**src/rtl/ntt_bank_write_arbiter_if.sv**
```systemverilog
// rtl/ntt_bank_write_arbiter_if.sv - two-requester write bus into the NTT bank arbiter
interface ntt_bank_write_arbiter_if #(
    parameter int N = 16,
    parameter int S = 4,
    parameter int A = 8
);
    localparam int SEL_W = $clog2(S);

    logic             req0_valid;
    logic             req0_ready;
    logic [SEL_W-1:0] req0_bank;
    logic [A-1:0]     req0_addr;
    logic [N-1:0]     req0_data;

    logic             req1_valid;
    logic             req1_ready;
    logic [SEL_W-1:0] req1_bank;
    logic [A-1:0]     req1_addr;
    logic [N-1:0]     req1_data;

    modport master (
        output req0_valid, req0_bank, req0_addr, req0_data,
        output req1_valid, req1_bank, req1_addr, req1_data,
        input  req0_ready, req1_ready
    );

    modport slave (
        input  req0_valid, req0_bank, req0_addr, req0_data,
        input  req1_valid, req1_bank, req1_addr, req1_data,
        output req0_ready, req1_ready
    );
endinterface

```
**src/rtl/ntt_bank_write_arbiter.sv**
```systemverilog
// rtl/ntt_bank_write_arbiter.sv - round-robin arbiter and 1-to-S demux for the NTT bank write port
module ntt_bank_write_arbiter #(
    parameter int N = 16,
    parameter int S = 4,
    parameter int A = 8
) (
    input  logic                              clk,
    input  logic                              rst,
    ntt_bank_write_arbiter_if.slave           bus,
    output logic [(2**$clog2(S))-1:0]         o_bank_we,
    output logic [A-1:0]                      o_bank_addr,
    output logic [(2**$clog2(S))*N-1:0]       o_bank_data,
    output logic                              o_last_grant,
    output logic [15:0]                       o_conflict_cnt,
    output logic                              o_bad_bank
);
    localparam int SEL_W = $clog2(S);
    localparam int SP    = 2**SEL_W;

    logic [SP-1:0]    r_bank_we;
    logic [A-1:0]     r_bank_addr;
    logic [SP*N-1:0]  r_bank_data;
    logic             r_last_grant;
    logic [15:0]      r_conflict_cnt;
    logic             r_bad_bank;

    logic             w_both;
    logic             w_gnt0;
    logic             w_gnt1;
    logic             w_xfer;
    logic [SEL_W-1:0] w_sel_bank;
    logic [A-1:0]     w_sel_addr;
    logic [N-1:0]     w_sel_data;
    logic             w_bank_ok;
    logic [SP-1:0]    w_we_onehot;
    logic [SP*N-1:0]  w_data_demux;

    // Under contention the requester that did not win last time goes next.
    assign w_both = bus.req0_valid && bus.req1_valid;
    assign w_gnt0 = bus.req0_valid && (!bus.req1_valid || r_last_grant);
    assign w_gnt1 = bus.req1_valid && (!bus.req0_valid || !r_last_grant);
    assign w_xfer = w_gnt0 || w_gnt1;

    assign bus.req0_ready = w_gnt0;
    assign bus.req1_ready = w_gnt1;

    assign w_sel_bank = w_gnt1 ? bus.req1_bank : bus.req0_bank;
    assign w_sel_addr = w_gnt1 ? bus.req1_addr : bus.req0_addr;
    assign w_sel_data = w_gnt1 ? bus.req1_data : bus.req0_data;

    // Out-of-range indices only exist when S is not a power of two.
    generate
        if (S == SP) begin : g_full_range
            assign w_bank_ok = 1'b1;
        end else begin : g_partial_range
            assign w_bank_ok = (w_sel_bank < SEL_W'(S));
        end
    endgenerate

    assign w_we_onehot = SP'(1) << w_sel_bank;

    always_comb begin
        w_data_demux = '0;
        for (int k = 0; k < SP; k++) begin
            if (w_sel_bank == SEL_W'(k)) begin
                w_data_demux[k*N +: N] = w_sel_data;
            end
        end
    end

    always_ff @(posedge clk or posedge rst) begin
        if (rst) begin
            r_bank_we      <= '0;
            r_bank_addr    <= '0;
            r_bank_data    <= '0;
            r_last_grant   <= 1'b1;
            r_conflict_cnt <= '0;
            r_bad_bank     <= 1'b0;
        end else begin
            if (w_xfer && w_bank_ok) begin
                r_bank_we   <= w_we_onehot;
                r_bank_data <= w_data_demux;
            end else begin
                r_bank_we   <= '0;
                r_bank_data <= '0;
            end
            if (w_xfer) begin
                r_bank_addr  <= w_sel_addr;
                r_last_grant <= w_gnt1;
            end
            if (w_xfer && !w_bank_ok) begin
                r_bad_bank <= 1'b1;
            end
            if (w_both && (r_conflict_cnt != 16'hFFFF)) begin
                r_conflict_cnt <= r_conflict_cnt + 16'd1;
            end
        end
    end

    assign o_bank_we      = r_bank_we;
    assign o_bank_addr    = r_bank_addr;
    assign o_bank_data    = r_bank_data;
    assign o_last_grant   = r_last_grant;
    assign o_conflict_cnt = r_conflict_cnt;
    assign o_bad_bank     = r_bad_bank;
endmodule

```
**src/flat_wrapper.sv**
```systemverilog
// flat-port wrapper written by rule: the top's interface ports become plain ports
module ntt_bank_write_arbiter_flat 
#(
    parameter int N = 16,
    parameter int S = 4,
    parameter int A = 8
)
  (clk, rst, o_bank_we, o_bank_addr, o_bank_data, o_last_grant, o_conflict_cnt, o_bad_bank, bus_req0_valid, bus_req0_bank, bus_req0_addr, bus_req0_data, bus_req1_valid, bus_req1_bank, bus_req1_addr, bus_req1_data, bus_req0_ready, bus_req1_ready);
  ntt_bank_write_arbiter_if #(.N(N), .S(S), .A(A)) bus_i ();
  input  logic clk;
  input  logic rst;
  output logic [(2**$clog2(S))-1:0] o_bank_we;
  output logic [A-1:0] o_bank_addr;
  output logic [(2**$clog2(S))*N-1:0] o_bank_data;
  output logic o_last_grant;
  output logic [15:0] o_conflict_cnt;
  output logic o_bad_bank;
  input wire logic [$bits(bus_i.req0_valid)-1:0] bus_req0_valid;
  input wire logic [$bits(bus_i.req0_bank)-1:0] bus_req0_bank;
  input wire logic [$bits(bus_i.req0_addr)-1:0] bus_req0_addr;
  input wire logic [$bits(bus_i.req0_data)-1:0] bus_req0_data;
  input wire logic [$bits(bus_i.req1_valid)-1:0] bus_req1_valid;
  input wire logic [$bits(bus_i.req1_bank)-1:0] bus_req1_bank;
  input wire logic [$bits(bus_i.req1_addr)-1:0] bus_req1_addr;
  input wire logic [$bits(bus_i.req1_data)-1:0] bus_req1_data;
  output wire logic [$bits(bus_i.req0_ready)-1:0] bus_req0_ready;
  output wire logic [$bits(bus_i.req1_ready)-1:0] bus_req1_ready;
  assign bus_i.req0_valid = bus_req0_valid;
  assign bus_i.req0_bank = bus_req0_bank;
  assign bus_i.req0_addr = bus_req0_addr;
  assign bus_i.req0_data = bus_req0_data;
  assign bus_i.req1_valid = bus_req1_valid;
  assign bus_i.req1_bank = bus_req1_bank;
  assign bus_i.req1_addr = bus_req1_addr;
  assign bus_i.req1_data = bus_req1_data;
  assign bus_req0_ready = bus_i.req0_ready;
  assign bus_req1_ready = bus_i.req1_ready;
  ntt_bank_write_arbiter #(.N(N), .S(S), .A(A)) u_core (.clk(clk), .rst(rst), .bus(bus_i), .o_bank_we(o_bank_we), .o_bank_addr(o_bank_addr), .o_bank_data(o_bank_data), .o_last_grant(o_last_grant), .o_conflict_cnt(o_conflict_cnt), .o_bad_bank(o_bad_bank));
endmodule
```
**config.mk**
```make
export PLATFORM = sky130hd
export DESIGN_NAME = ntt_bank_write_arbiter_flat
export DESIGN_NICKNAME = d
export VERILOG_FILES = /design/src/rtl/ntt_bank_write_arbiter_if.sv /design/src/rtl/ntt_bank_write_arbiter.sv /design/src/flat_wrapper.sv
export SDC_FILE = /design/constraint.sdc
export NUM_CORES = 1
export LEC_CHECK = 0
export BUFFER_PORTS_ARGS = -buffer_cell sky130_fd_sc_hd__buf_2
export CAP_MARGIN = 10
export CELL_PAD_IN_SITES_DETAIL_PLACEMENT = 1
export CELL_PAD_IN_SITES_GLOBAL_PLACEMENT = 2
export CORE_UTILIZATION = 25
export DETAILED_ROUTE_END_ITERATION = 6
export MAX_ROUTING_LAYER = met4
export PLACE_DENSITY_LB_ADDON = 0.25
export SLEW_MARGIN = 20
export SYNTH_ARGS = -nofsm -noshare
export SYNTH_HDL_FRONTEND = slang
export SYNTH_SLANG_ARGS = --single-unit
```
**constraint.sdc**
```tcl
create_clock -name clk -period 3.9 [get_ports clk]
set_clock_uncertainty 0.1 [all_clocks]
set_input_delay 0.585 -clock clk [delete_from_list [all_inputs] [get_ports clk]]
set_output_delay 0.585 -clock clk [all_outputs]
set_load 0.02 [all_outputs]
```
Word-level counts from Yosys, hierarchy flattened
Cells that the tools add are included.
{"block": "word_totals", "regBits": 93, "output_inout_bits": 96, "wordCells": 31}
{"block": "classes", "shift": 1, "mux": 9, "n_eq_ne": 4, "reduce_logical": 11, "n_addsub": 1}
{"operator": "16-bit two-way mux", "n": 5}
{"operator": "64-bit two-way mux", "n": 1}
{"operator": "16-bit by 1-bit adder with 16-bit output, second input constant", "n": 1}
{"operator": "16-bit inequality test, second input constant", "n": 1}
{"operator": "8-bit two-way mux", "n": 1}
{"operator": "2-bit equality test, second input constant", "n": 2}
{"operator": "1-bit logical AND", "n": 4}
{"operator": "4-bit two-way mux", "n": 1}
{"operator": "1-bit by 2-bit << shifter with 4-bit output, first input constant", "n": 1}
{"operator": "1-bit zero test", "n": 3}
{"operator": "1-bit logical OR", "n": 3}
{"operator": "2-bit by 1-bit equality test with 1-bit output, second input constant", "n": 1}
{"operator": "2-bit zero test", "n": 1}
{"operator": "2-bit two-way mux", "n": 1}

Logic depth before layout (Yosys ltp)
{"block": "logic_depth", "depth_word": 7, "mapped_depth": 8, "mapped_depth_nobuf": 5}

Worst setup path after synthesis
Ideal clock, no wire load.
{"block": "synth_timing", "path_kind": "input port to output port", "from": "in bus_req1_valid", "to": "out bus_req1_ready", "path_slack_ps": 1793, "stages": 4, "arrival_ps": 1422, "path_buffers": 3, "path_cell_list": "buf_2 -> a21boi_1 -> buf_4 -> buf_2"}
{"block": "synth_between", "elab_chain_len": 1}
{"item": "from (decl)", "line": "flat_wrapper.sv:22", "source": "input wire logic [$bits(bus_i.req1_valid)-1:0] bus_req1_valid;"}
{"item": "1-bit logical AND", "line": "ntt_bank_write_arbiter.sv:41", "source": "assign w_gnt1 = bus.req1_valid && (!bus.req0_valid || !r_last_grant);"}
{"item": "to (decl)", "line": "flat_wrapper.sv:27", "source": "output wire logic [$bits(bus_i.req1_ready)-1:0] bus_req1_ready;"}
Every way passes these cells.

Worst setup path after layout
Same ends and word-level chain as after synthesis.

==> flow_summary.yaml <==
timing:
  setup_viol: 0
  max_freq_ghz: 0.384
  finalHoldViolations: 0
  setup_tns_ns: 0
  period_share_pct: 66.7
  rsz0062_at_grt: "no"
  worstMarginPinSlew_ns: 1.10
  slew_headroom_pct: 27.0
  fin_crit_ns: 2.60
  slew_violations: 0
drt:
  drt_iter0_markers: 110
  totalWireLength_mm: 9.68
  drt-vias-per-instance: 4.29
  first_pass_iters: 3
  drc: 0
  ant_nets: 0
  wl_per_cell_um: 15.1
  vias: 2743
global_routing:
  grt_max_degree: 61
  first_global_vias: 2827
  grtUsageTotal_pct: 14.5
  antenna_found_initial: 0
  grt_overflow_total: 0
  grt_pass1_wl_mm: 15.3
critical_path:
  worstReg2RegEnd: "u_core.o_bank_data[36]"
  cp-start-kind: "input port"
  crit_slowest_cell: "a21boi_4"
  r2r_start: "u_core.o_last_grant"
  crit_path_max_fanout: 27
  worstPathArrival_ns: 1.92
  crit_path_end: "bus_req1_ready"
  crit_type: "input port to output pin"
  rr_worst_depth: 5
  critPathLaunch: "bus_req1_valid"
  path_cells: "buf_2 -> a21boi_4 -> buf_2"
  cpMostUsedCell: "buf_2"
  critPathRequiredTime_ns: 3.21
  end_kind: "output pin"
  cp_slowest_stage_delay_ns: 0.65
  ff2ff_setup_slack_ns: 1.64
logic_synthesis:
  yosys.area.top_type: "dfrtp_1"
  synth-xor-area-share_pct: 3.47
  ys_seq_elements: 93
  synth_simple_gate_area_share_pct: 15.0
  synthAdderAreaFrac_pct: 0.354
  synth.mux.area_fraction_pct: 4.96
  yosysTopAreaCellShare_pct: 65.2
  synth_area_mm2: 0.00353
  synth_top_family_by_area: "simple AND/OR/NAND/NOR gates"
  async_reset_ff_share_pct: 100
  seq_area_frac_synth_pct: 65.9
  synth_ff_type: "dfrtp_1"
  synthTopCellsByCount: "dfrtp_1 (92), nor2_1 (73), inv_1 (18)"
  synth_compound_area_share_pct: 6.13
  yosys-top-cells-area: "dfrtp_1 (65%), nor2_1 (7.8%), mux2i_1 (4.5%)"
  ys_warn_count: 0
  synth_area_per_cell_um2: 11.7
  synth.distinct_cells: 37
  syn_inst: 303
  synth_edf_count: 0
  synth.most_common_cell: "dfrtp_1"
  syn_nets: 360
cells_and_area:
  drive_gt1_share_pct: 39.8
  antenna_cells: 0
  final_cells: 640
  final_util_pct: 34.8
  syn_to_final_growth_pct: 36.3
  final_nets: 512
cts:
  cts_tree: "built"
  clock_path_buffers: 2
  ctsResizeCount: 0
  clock-sinks: 93
  insertion_delay_ns: 0.34
  cts_setup_buffers: 0
  clk_pin_slew_worst_paths_ns: 0.07
  htree_levels: 3
  cts_root_buf: "clkbuf_16"
  cts_buffers: 9
  hold_buffers: 0
floorplanning:
  io-pin-count: 152
  start_util_pct: 25.5
  core_area_mm2: 0.0138
  rows: 43
  fp.dieH_um: 121
  die_area_mm2: 0.0146
  die_x_um: 121
pwr:
  p_leak_uw: 0.00264
  fin_total_pwr_uw: 2550
  power-per-cell-area_mw_per_mm2: 529
  peakVddDrop_uv: 218
place:
  hpwl_mm: 6.89
  gp_congestion: 0.749
  port_buffers: 150
  dp_cells: 624
flow_run:
  maxCapViolCount: 0
outcome:
  status: "finished, final reports clean"
hold_path:
  hold_class: "input port to async pin"
-- metrics by stage --
step                      cell area [um^2]  setup WS [ns]  hold slack (ns)
final                                 4810           1.30            0.279
after global routing                  4810           1.17            0.333
after CTS                             4810           1.27            0.299
after detailed placement              4480           1.02            0.407
after global placement                4480           1.10            0.381
after floorplan                       3530          0.796            0.496
-- worst max-delay path, delay by kind of cell --
kind	cells	cell delay [ns]
buffers and inverters	2	0.66
AOI/OAI and AO/OA	1	0.65
-- how the worst min path moves through the flow --
stage                                          from                        end  cells after the start
after floorplan           u_core.o_conflict_cnt[15]  u_core.o_conflict_cnt[15]                      1
after global placement    u_core.o_conflict_cnt[15]  u_core.o_conflict_cnt[15]                      1
after detailed placement  u_core.o_conflict_cnt[15]  u_core.o_conflict_cnt[15]                      1
after CTS                                       rst        u_core.o_bank_we[1]                      2
after global routing                            rst        u_core.o_bank_we[1]                      2
final                                           rst        u_core.o_bank_we[1]                      2
-- layout by cell type (no fill, tap or decap), types with 2 or more instances in the layout --
cell       netlist  final
a32oi_2          2      2
buf_4            3      4
nor3_1           8      8
nand3_1          4      4
or3_1            2      2
nor4_1           6      6
nand2_1          8      8
inv_6            0      3
bufinv_16        0      2
clkbuf_16        0      9
o22ai_1          8      8
dfrtp_1         92     92
mux2i_1         16     16
a31oi_1          8      8
buf_2            8    150
inv_1           18     17
o21ai_0          3      3
nor2_1          73     73
xor2_1          13     13
a21oi_1          8      8
nand4_1          3      3
-- routing by layer --
layer	up-vias	routed length, um	GRT usage, %
li1	1306	-	-
met1	1341	4400	18.3
met2	89	4710	22.5
met3	7	441	3.35
met4	0	123	5.32
met5	-	0	-
-- area by class of cell --
type	count	area, um^2
fillers	1605	9020
flip-flops and latches	93	2330
multi-input cells	178	1070
repair buffers	154	781
clock buffers	10	239
well taps	180	225
clock inverters	6	91.3
inverters	19	73.8
-- registers in the layout (all words and copies together), names as in the netlist --
register               flops
u_core.o_bank_addr         8
u_core.o_bank_data        64
u_core.o_bank_we           4
u_core.o_conflict_cnt     16
u_core.o_last_grant        1
-- power breakdown --
| group | leakage [uW] | internal (uW) | switching, uW | total, uW |
|---|---|---|---|---|
| combinational | 0.00125 | 157 | 300 | 456 |
| clock | 0.000164 | 585 | 382 | 967 |
| sequential | 0.00123 | 1050 | 71.3 | 1120 |
| total | 0.00264 | 1790 | 753 | 2550 |
-- kinds of logic after synthesis --
| group | after synthesis |
|---|---|
| other cells | 1 |
| compound gates | 32 |
| fa+ha+maj | 1 |
| flops | 93 |
| simple gates | 113 |
| buf+inv | 32 |
| xor+xnor | 14 |
| mux | 17 |
No activity file was read; power rests on OpenSTA's default activity.
